## src/rtl/mem_stage_ctrl_if.sv

```systemverilog
// Data-memory bus between the MEM-stage controller (master) and the data memory (slave).
// Valid/ready request channel plus a single-cycle response pulse.
interface mem_stage_ctrl_if #(
  parameter int ADDR_W = 32
);
  logic              dmem_req_valid;
  logic              dmem_req_ready;
  logic              dmem_req_we;
  logic [ADDR_W-1:0] dmem_req_addr;
  logic [31:0]       dmem_req_wdata;
  logic [3:0]        dmem_req_be;
  logic              dmem_rsp_valid;
  logic [31:0]       dmem_rsp_rdata;

  modport master (
    output dmem_req_valid, dmem_req_we, dmem_req_addr, dmem_req_wdata, dmem_req_be,
    input  dmem_req_ready, dmem_rsp_valid, dmem_rsp_rdata
  );

  modport slave (
    input  dmem_req_valid, dmem_req_we, dmem_req_addr, dmem_req_wdata, dmem_req_be,
    output dmem_req_ready, dmem_rsp_valid, dmem_rsp_rdata
  );
endinterface

```

## src/rtl/mem_stage_ctrl.sv

```systemverilog
// MEM-stage controller: issues one data-memory access per load/store, stalls upstream while
// it is outstanding, and hands a registered, extended writeback value to MEM/WB.
module mem_stage_ctrl #(
  parameter int TIMEOUT_CYCLES = 64,
  parameter int ADDR_W         = 32
) (
  input  logic                clock,
  input  logic                reset,
  input  logic                ex_valid,
  input  logic [6:0]          ex_opcode,
  input  logic [31:0]         ex_instruction,
  input  logic [31:0]         ex_alu_result,
  input  logic [31:0]         ex_b_val,
  input  logic [4:0]          ex_rd,
  output logic                stall_out,
  mem_stage_ctrl_if.master    dmem,
  output logic                wb_valid,
  output logic [31:0]         wb_value,
  output logic [4:0]          wb_rd,
  output logic                wb_regwrite,
  output logic                misaligned,
  output logic                bus_error
);
  localparam logic [6:0] OP_LOAD  = 7'b0000011;
  localparam logic [6:0] OP_STORE = 7'b0100011;
  localparam int         CNT_W    = $clog2(TIMEOUT_CYCLES + 1);
  // Abort once TIMEOUT_CYCLES-1 cycles have been spent in REQ+WAIT (counter starts at 0).
  localparam logic [CNT_W-1:0] TMO_LAST = CNT_W'(TIMEOUT_CYCLES - 2);

  typedef enum logic [1:0] {S_IDLE, S_REQ, S_WAIT} state_t;

  state_t            state_q;
  logic              req_valid_q, we_q;
  logic [ADDR_W-1:0] addr_q;
  logic [31:0]       wdata_q;
  logic [3:0]        be_q;
  logic [2:0]        f3_q;
  logic [1:0]        off_q;
  logic [4:0]        rd_q;
  logic [CNT_W-1:0]  tmo_q;
  logic              wb_valid_q, wb_regwrite_q, misaligned_q, bus_error_q;
  logic [31:0]       wb_value_q;
  logic [4:0]        wb_rd_q;

  logic [2:0]  f3;
  logic        is_ld, is_st, is_mem, legal, algn, accept, tmo_last;
  logic [3:0]  be_d;
  logic [31:0] wdata_d, rsh, ld_val;
  logic        unused_instr;

  assign unused_instr = ^{ex_instruction[31:15], ex_instruction[11:0]};

  always_comb begin
    f3     = ex_instruction[14:12];
    is_ld  = (ex_opcode == OP_LOAD);
    is_st  = (ex_opcode == OP_STORE);
    is_mem = is_ld | is_st;
    legal  = 1'b0;
    case (f3)
      3'b000, 3'b001, 3'b010: legal = 1'b1;
      3'b100, 3'b101:         legal = is_ld;
      default:                legal = 1'b0;
    endcase
    algn = 1'b0;
    case (f3[1:0])
      2'b00:   algn = 1'b1;
      2'b01:   algn = ~ex_alu_result[0];
      2'b10:   algn = (ex_alu_result[1:0] == 2'b00);
      default: algn = 1'b0;
    endcase
    accept = reset && (state_q == S_IDLE) && ex_valid && is_mem && legal && algn;
    be_d    = 4'b1111;
    wdata_d = ex_b_val;
    case (f3[1:0])
      2'b00: begin be_d = 4'b0001 << ex_alu_result[1:0]; wdata_d = {4{ex_b_val[7:0]}};  end
      2'b01: begin be_d = 4'b0011 << ex_alu_result[1:0]; wdata_d = {2{ex_b_val[15:0]}}; end
      default: ;
    endcase
  end

  // Load lane select: shift the addressed byte/half down to bit 0, then extend.
  always_comb begin
    rsh    = dmem.dmem_rsp_rdata >> {off_q, 3'b000};
    ld_val = dmem.dmem_rsp_rdata;
    case (f3_q)
      3'b000:  ld_val = {{24{rsh[7]}}, rsh[7:0]};
      3'b001:  ld_val = {{16{rsh[15]}}, rsh[15:0]};
      3'b100:  ld_val = {24'h0, rsh[7:0]};
      3'b101:  ld_val = {16'h0, rsh[15:0]};
      default: ld_val = dmem.dmem_rsp_rdata;
    endcase
  end

  assign tmo_last  = (tmo_q == TMO_LAST);
  assign stall_out = accept || (state_q != S_IDLE);

  always_ff @(posedge clock or negedge reset) begin
    if (!reset) begin
      state_q       <= S_IDLE;
      req_valid_q   <= 1'b0;
      we_q          <= 1'b0;
      addr_q        <= '0;
      wdata_q       <= '0;
      be_q          <= '0;
      f3_q          <= '0;
      off_q         <= '0;
      rd_q          <= '0;
      tmo_q         <= '0;
      wb_valid_q    <= 1'b0;
      wb_value_q    <= '0;
      wb_rd_q       <= '0;
      wb_regwrite_q <= 1'b0;
      misaligned_q  <= 1'b0;
      bus_error_q   <= 1'b0;
    end else begin
      wb_valid_q    <= 1'b0;
      wb_regwrite_q <= 1'b0;
      misaligned_q  <= 1'b0;
      bus_error_q   <= 1'b0;
      case (state_q)
        S_IDLE: if (ex_valid) begin
          if (accept) begin
            state_q     <= S_REQ;
            req_valid_q <= 1'b1;
            we_q        <= is_st;
            addr_q      <= {ex_alu_result[ADDR_W-1:2], 2'b00};
            off_q       <= ex_alu_result[1:0];
            wdata_q     <= wdata_d;
            be_q        <= be_d;
            f3_q        <= f3;
            rd_q        <= ex_rd;
            tmo_q       <= '0;
          end else begin
            // Non-memory pass-through, or a rejected (misaligned/reserved) access.
            wb_valid_q    <= 1'b1;
            wb_value_q    <= ex_alu_result;
            wb_rd_q       <= ex_rd;
            wb_regwrite_q <= !is_mem && (ex_rd != 5'd0);
            misaligned_q  <= is_mem;
          end
        end
        S_REQ: begin
          tmo_q <= tmo_q + 1'b1;
          if (tmo_last) begin
            state_q     <= S_IDLE;
            req_valid_q <= 1'b0;
            wb_valid_q  <= 1'b1;
            bus_error_q <= 1'b1;
            wb_value_q  <= '0;
            wb_rd_q     <= rd_q;
          end else if (dmem.dmem_req_ready) begin
            state_q     <= S_WAIT;
            req_valid_q <= 1'b0;
          end
        end
        S_WAIT: begin
          tmo_q <= tmo_q + 1'b1;
          // A response coincident with the timeout completes normally.
          if (dmem.dmem_rsp_valid) begin
            state_q       <= S_IDLE;
            wb_valid_q    <= 1'b1;
            wb_rd_q       <= rd_q;
            wb_value_q    <= we_q ? 32'h0 : ld_val;
            wb_regwrite_q <= !we_q && (rd_q != 5'd0);
          end else if (tmo_last) begin
            state_q     <= S_IDLE;
            wb_valid_q  <= 1'b1;
            bus_error_q <= 1'b1;
            wb_value_q  <= '0;
            wb_rd_q     <= rd_q;
          end
        end
        default: state_q <= S_IDLE;
      endcase
    end
  end

  assign dmem.dmem_req_valid = req_valid_q;
  assign dmem.dmem_req_we    = we_q;
  assign dmem.dmem_req_addr  = addr_q;
  assign dmem.dmem_req_wdata = wdata_q;
  assign dmem.dmem_req_be    = be_q;

  assign wb_valid    = wb_valid_q;
  assign wb_value    = wb_value_q;
  assign wb_rd       = wb_rd_q;
  assign wb_regwrite = wb_regwrite_q;
  assign misaligned  = misaligned_q;
  assign bus_error   = bus_error_q;
endmodule

```

## src/flat_wrapper.sv

```systemverilog
// flat-port wrapper written by rule: the top's interface ports become plain ports
module mem_stage_ctrl_flat 
#(
  parameter int TIMEOUT_CYCLES = 64,
  parameter int ADDR_W         = 32
)
  (clock, reset, ex_valid, ex_opcode, ex_instruction, ex_alu_result, ex_b_val, ex_rd, stall_out, wb_valid, wb_value, wb_rd, wb_regwrite, misaligned, bus_error, dmem_dmem_req_valid, dmem_dmem_req_we, dmem_dmem_req_addr, dmem_dmem_req_wdata, dmem_dmem_req_be, dmem_dmem_req_ready, dmem_dmem_rsp_valid, dmem_dmem_rsp_rdata);
  mem_stage_ctrl_if #(.ADDR_W(ADDR_W)) dmem_i ();
  input  logic clock;
  input  logic reset;
  input  logic ex_valid;
  input  logic [6:0] ex_opcode;
  input  logic [31:0] ex_instruction;
  input  logic [31:0] ex_alu_result;
  input  logic [31:0] ex_b_val;
  input  logic [4:0] ex_rd;
  output logic stall_out;
  output logic wb_valid;
  output logic [31:0] wb_value;
  output logic [4:0] wb_rd;
  output logic wb_regwrite;
  output logic misaligned;
  output logic bus_error;
  output wire logic [$bits(dmem_i.dmem_req_valid)-1:0] dmem_dmem_req_valid;
  output wire logic [$bits(dmem_i.dmem_req_we)-1:0] dmem_dmem_req_we;
  output wire logic [$bits(dmem_i.dmem_req_addr)-1:0] dmem_dmem_req_addr;
  output wire logic [$bits(dmem_i.dmem_req_wdata)-1:0] dmem_dmem_req_wdata;
  output wire logic [$bits(dmem_i.dmem_req_be)-1:0] dmem_dmem_req_be;
  input wire logic [$bits(dmem_i.dmem_req_ready)-1:0] dmem_dmem_req_ready;
  input wire logic [$bits(dmem_i.dmem_rsp_valid)-1:0] dmem_dmem_rsp_valid;
  input wire logic [$bits(dmem_i.dmem_rsp_rdata)-1:0] dmem_dmem_rsp_rdata;
  assign dmem_dmem_req_valid = dmem_i.dmem_req_valid;
  assign dmem_dmem_req_we = dmem_i.dmem_req_we;
  assign dmem_dmem_req_addr = dmem_i.dmem_req_addr;
  assign dmem_dmem_req_wdata = dmem_i.dmem_req_wdata;
  assign dmem_dmem_req_be = dmem_i.dmem_req_be;
  assign dmem_i.dmem_req_ready = dmem_dmem_req_ready;
  assign dmem_i.dmem_rsp_valid = dmem_dmem_rsp_valid;
  assign dmem_i.dmem_rsp_rdata = dmem_dmem_rsp_rdata;
  mem_stage_ctrl #(.TIMEOUT_CYCLES(TIMEOUT_CYCLES), .ADDR_W(ADDR_W)) u_core (.clock(clock), .reset(reset), .ex_valid(ex_valid), .ex_opcode(ex_opcode), .ex_instruction(ex_instruction), .ex_alu_result(ex_alu_result), .ex_b_val(ex_b_val), .ex_rd(ex_rd), .stall_out(stall_out), .dmem(dmem_i), .wb_valid(wb_valid), .wb_value(wb_value), .wb_rd(wb_rd), .wb_regwrite(wb_regwrite), .misaligned(misaligned), .bus_error(bus_error));
endmodule
```

## config.mk

```make
export PLATFORM = sky130hd
export DESIGN_NAME = mem_stage_ctrl_flat
export DESIGN_NICKNAME = d
export VERILOG_FILES = /design/src/rtl/mem_stage_ctrl_if.sv /design/src/rtl/mem_stage_ctrl.sv /design/src/flat_wrapper.sv
export SDC_FILE = /design/constraint.sdc
export NUM_CORES = 1
export LEC_CHECK = 0
export CAP_MARGIN = 10
export CELL_PAD_IN_SITES_DETAIL_PLACEMENT = 1
export CELL_PAD_IN_SITES_GLOBAL_PLACEMENT = 1
export CORE_UTILIZATION = 32
export DETAILED_ROUTE_END_ITERATION = 8
export HOLD_SLACK_MARGIN = 0.03
export PLACE_DENSITY_LB_ADDON = 0.3
export SYNTH_ARGS = -nofsm -noshare
export SYNTH_HDL_FRONTEND = slang
export SYNTH_SLANG_ARGS = --single-unit
```

## constraint.sdc

```tcl
create_clock -name clock -period 4.6 [get_ports clock]
set_input_delay 1.38 -clock clock [delete_from_list [all_inputs] [get_ports clock]]
set_output_delay 1.38 -clock clock [all_outputs]
set_load 0.03 [all_outputs]
```

======== Word level (Yosys, flattened, before mapping) ========
Cells that the tools add are included.
storage, ports and cells
  bits in registers ....................... 128
  latch bits .............................. 0
  RAM bits ................................ 0
  ROM bits ................................ 0
  input port bits ......................... 145
  output and inout port bits .............. 112
  word-level logic and storage cells ...... 115
  memories ................................ 0
cells by class
  $add $sub $neg .......................... 1
  multipliers ............................. 0
  divide/modulo/power cells ............... 0
  order comparisons ....................... 0
  eq/ne operators ......................... 19
  shifts and indexed selects .............. 3
  multiplexer cells ....................... 45
  bitwise logic cells ..................... 2
  reductions and logical operators ........ 29
operator list
  cell                 number
  $mux 32              5
  $pmux 32 s4          1
  $pmux 32 s3          1
  $pmux 32 s2          1
  $shr 32x5->16        1
  $mux 5               4
  $mux 1               15
  $pmux 5 s3           1
  $eq 7x6->1 const B   2
  $mux 7               2
  $pmux 7 s2           1
  $eq 3x3->1 const B   4
  $mux 2               6
  $reduce_bool 5->1    2
  $reduce_and 3->1     3
  $pmux 1 s2           4
  $pmux 4 s2           1
  $reduce_and 4->1     2
  $add 7x1->7 const B  1
  $eq 7x2->1 const B   1
  $logic_and 1x1->1    7
  $eq 3x1->1 const B   2
  $logic_not 2->1      3
  $logic_not 3->1      2
  18 further kinds     27

======== Longest topological paths before layout ========
  word-level depth ........................ 9
  gate-level depth with buffers ........... 9
  mapped depth without buffers ............ 7

======== Worst setup path before layout ========
Ideal clock, no wire load.
  path kind ............................... in2out
  start ................................... input ex_instruction[12]
  end ..................................... output stall_out
  arrival ................................. 2855 ps
  data required time ...................... 3220 ps
  setup slack ............................. 365 ps
  cell stages on the path ................. 6
  buffers on the path ..................... 3
  path through ............................ buf_2 -> o41a_1 -> or3_1 -> buf_6 -> buf_6 -> nand2_1
on the way
  cells in the longest elaborated chain, start to end .. 6
  elaborated cells on any way between the ends .. 15
  those cells by class .................... eq/ne: 6; mux: 2; reduce/logical: 7
ends and longest elaborated chain
  element                                                    line                  RTL
  start, declared                                            flat_wrapper.sv:13    input logic [31:0] ex_instruction;
  $eq 3x1->1 (tied with other cells)                         mem_stage_ctrl.sv:59  case (f3)
  $reduce_or 3->1 / $reduce_or 2->1 (equally long branches)  mem_stage_ctrl.sv:59
  $pmux 1 s2                                                 mem_stage_ctrl.sv:59
  $logic_and 1x1->1                                          mem_stage_ctrl.sv:71  accept = reset && (state_q == S_IDLE) && ex_valid && is_mem && legal && algn;
  $logic_and 1x1->1 *                                        mem_stage_ctrl.sv:71
  $logic_or 1x1->1 *                                         mem_stage_ctrl.sv:95  assign stall_out = accept || (state_q != S_IDLE);
  end, declared                                              flat_wrapper.sv:17    output logic stall_out;
Every way passes the cells marked *; elsewhere a longest branch is shown, timed or not.

======== Worst setup path in the final report ========
Ends and elaborated chain as after synthesis.

==> key figures <==
Timing
  • Crit path time final: roughly 4.5 ns
  • Post-route setup TNS: 0 ns
  • Slew @ Worst Pin: 1.09 ns
  • Fin. max-slew vios: 0
  • Fmax: 224 MHz
  • Slew HR: ~28%
  • Final period util: 96.9%
  • Clock skew: 0.00821 ns
  • Fin. Hold Viols: 0
  • Setup ws final: roughly 0.14 ns
  • RSZ-0062 raised after global routing: no
  • Setup-failing EPs final: 0

Die
  • # rows: 51
  • Die area: 0.0210 mm2
  • Die X: ~140 um
  • Top Ports: 257
  • Core area: 0.0197 mm2
  • Die Height: 145 um
  • Initial Util: 33.1%

Worst setup path
  • R2R depth: 5
  • Slowest cell on crit path: o41a_1
  • Worst EP arrival: 3.08 ns
  • CP Class: in -> out
  • Buf/Inv on CP: 2
  • Critical Path RT: 3.22 ns
  • Crit-path max FO: 4
  • CP endpoint kind: output port
  • CP top delay family: buffers and inverters
  • Crit-path cells: clkdlybuf4s50_1, o41a_1, or3_4, nand2_1, buf_12
  • Cell count along the critical path: 5
  • Worst path max stage delay: 0.51 ns
  • Type of origin of the critical path: primary input

Synth
  • Top post-synthesis cells by area: dfrtp_1 49%, nand2_1 11%, mux2i_1 4.8%
  • Synthesis-stage register bit count: 128
  • Cells after Synth: 705
  • Unique masters post-synth: a little over 60
  • Top_reg_cell synth: dfrtp_1
  • Mapped Area: about 0.0065 mm2
  • Top cell type by total area after synthesis: dfrtp_1
  • Area share of the largest cell type after synthesis: 49.1%
  • Synth top cells by count: 199 x nand2_1, 128 x dfrtp_1, 40 x o21ai_0, 36 x nor2_1, 31 x mux2i_1
  • Synth async-reset ratio: 100%
  • Count leader, synth: nand2_1
  • Sequential element share of the synthesized area: 49.1%
  • Post-synth EDFFs: 0
  • YS warnings: 0
  • Avg Cell Area, Syn: 9.26 um2

Job
  • Max Cap Violations: 0

Route
  • First DRT Iteration DRCs: 312
  • Final WL: 22500 um
  • Remaining DRCs: 0
  • Vias: 6082
  • Routed wire per std cell: 18.8 um
  • Initial DRT Pass Iterations: 5
  • Post-DRT Antenna Nets: 0
  • Drt via density: 5.09

Pwr
  • Leakage: ~4.3 nW
  • VDD IR max: approximately 370 uV
  • Pwr Density: roughly 500 mW/mm2

Final layout
  • Layout Cells excl Fill: 1195
  • Ant diodes: 0
  • Share of cells above drive strength 1: about 7.3%
  • Area growth, synth to finish: 48.7%
  • Final Util: slightly below 50%
  • Fin nets: between 1k and 1.5k
  • Design area: between 0.009 and 0.01 mm2

Global routing
  • Vias in the first global route: ~6.4k
  • Largest net degree at the start of global routing: 130
  • Grt ovf: 0
  • Antenna violations before repair: 0
  • Tot GR Track Use: around 22%
  • First-pass GRT wire length: 35000 um

Clock network
  • Root Driver: clkbuf_16
  • Cts repair resizes: 0
  • Clock net sink count: approximately 130
  • Bufs on Longest Clock Path: 2
  • CTS Hold Bufs: 0
  • # H-tree levels: 4
  • Inserted Clock Buffers: 17
  • Post-CTS setup buffer count: 0
  • CTS tree: done
  • Worst-skew pair later-pin latency: ~0.41 ns
  • Clk slew on worst S/H paths: 0.06 ns

Place
  • Place WS: 0.174 ns
  • Placed Area: 0.00903 mm2
  • GPL Wtd Cong: 0.774
  • HPWL after detailed placement: 15800 um
  • Number of I/O port buffers: about 230
  • Post-Place Cells: 1163

Hold path
  • WHS Path Cells: 2
  • Worst hold path class: reg -> reg

Status
  • Outcome: complete, no violations
[final cells by class]
| cell class | instances | area (um2) |
|---|---|---|
| clock inverters | 12 | 204 |
| fillers | 2232 | 10000 |
| flip-flops and latches | 128 | 3200 |
| repair buffers | 246 | 2430 |
| multi-input cells | 505 | 2990 |
| clock buffers | 20 | 467 |
| inverters | 19 | 71.3 |
| well taps | 265 | 332 |
[layout by cell type, fill, tap and decap left out, drive strengths merged, types with 3 or more instances in the layout]
cell             n
nor2b           19
clkbuf          20
bufinv           5
nand4b           3
inv             21
dfrtp          128
o221ai           3
o211ai           3
a211oi           6
clkdlybuf4s50  223
nand3b           4
nor2            36
nor3b            8
nor3             6
a221o           21
ha               7
nand3            7
and3             6
a21oi           18
o22ai            8
a21o             3
buf             23
o2bb2ai          6
mux2             3
a32oi           16
nand2          199
clkinvlp         3
o31ai           14
a221oi           5
mux2i           31
o21ai           43
[state kept, by name (all words and copies together) (netlist names)]
register,cells
u_core.dmem.dmem_req_wdata,32
u_core.wb_value,32
u_core.dmem.dmem_req_addr,30
u_core.tmo_q,7
u_core.rd_q,5
u_core.wb_rd,5
u_core.dmem.dmem_req_be,4
u_core.f3_q,3
u_core.off_q,2
u_core.state_q,2
u_core.bus_error,1
u_core.dmem.dmem_req_valid,1
u_core.dmem.dmem_req_we,1
u_core.misaligned,1
u_core.wb_regwrite,1
u_core.wb_valid,1
[layer usage]
layer  track usage [%]  wire length [um]
met5                 0                 0
met4              8.25               471
met3              6.12              1620
met2              35.2             10400
met1              28.5              9930
[cells by family (layout without fill, tap and decap cells)]
| kind of cell | Yosys count | in the layout | share of synthesized area [%] |
|---|---|---|---|
| other cells | 1 | 2 | 0.0575 |
| mux | 34 | 34 | 5.33 |
| simple gates | 301 | 301 | 20.4 |
| compound gates | 161 | 161 | 18.2 |
| fa+ha+maj | 7 | 7 | 1.34 |
| buf+inv | 73 | 297 | 5.54 |
| flops | 128 | 128 | 49.1 |
[path summary, 6_finish.rpt]
| path | end | from | slack [ns] |
|---|---|---|---|
| worst max register to register | u_core.wb_value[16] | u_core.off_q[1] | 1.74 |
| min in group asynchronous | u_core.dmem.dmem_req_addr[29] | reset | 1.09 |
| worst min-delay path | u_core.dmem.dmem_req_addr[16] | u_core.dmem.dmem_req_addr[16] | 0.46 |
| worst max-delay path | stall_out | ex_instruction[12] | 0.14 |
| worst min register to register | u_core.dmem.dmem_req_addr[16] | u_core.dmem.dmem_req_addr[16] | 0.46 |
| max in group asynchronous | u_core.wb_value[16] | reset | 2.94 |
[where the power goes]
| part | switching [W] | internal [W] |
|---|---|---|
| Combinational | 0.000997 | 0.000719 |
| Sequential | 0.000137 | 0.00133 |
| Clock | 0.000529 | 0.00101 |
| Total | 0.00166 | 0.00306 |
[stage by stage]
stage	hold slack, ns	power [W]
6_report	0.465	0.00472
3_3_place_gp	0.450	0.00317
5_1_grt	0.486	0.00495
3_5_place_dp	0.456	0.00321
2_1_floorplan	0.450	0.00246
4_1_cts	0.468	0.00477
[worst min-delay path, stage by stage (launching register included)]
cell and delay [ns]:
dfrtp_1 0.34, nand2_1 0.05, nand2_1 0.05
Note: power is estimated with default switching activity, not from simulation.
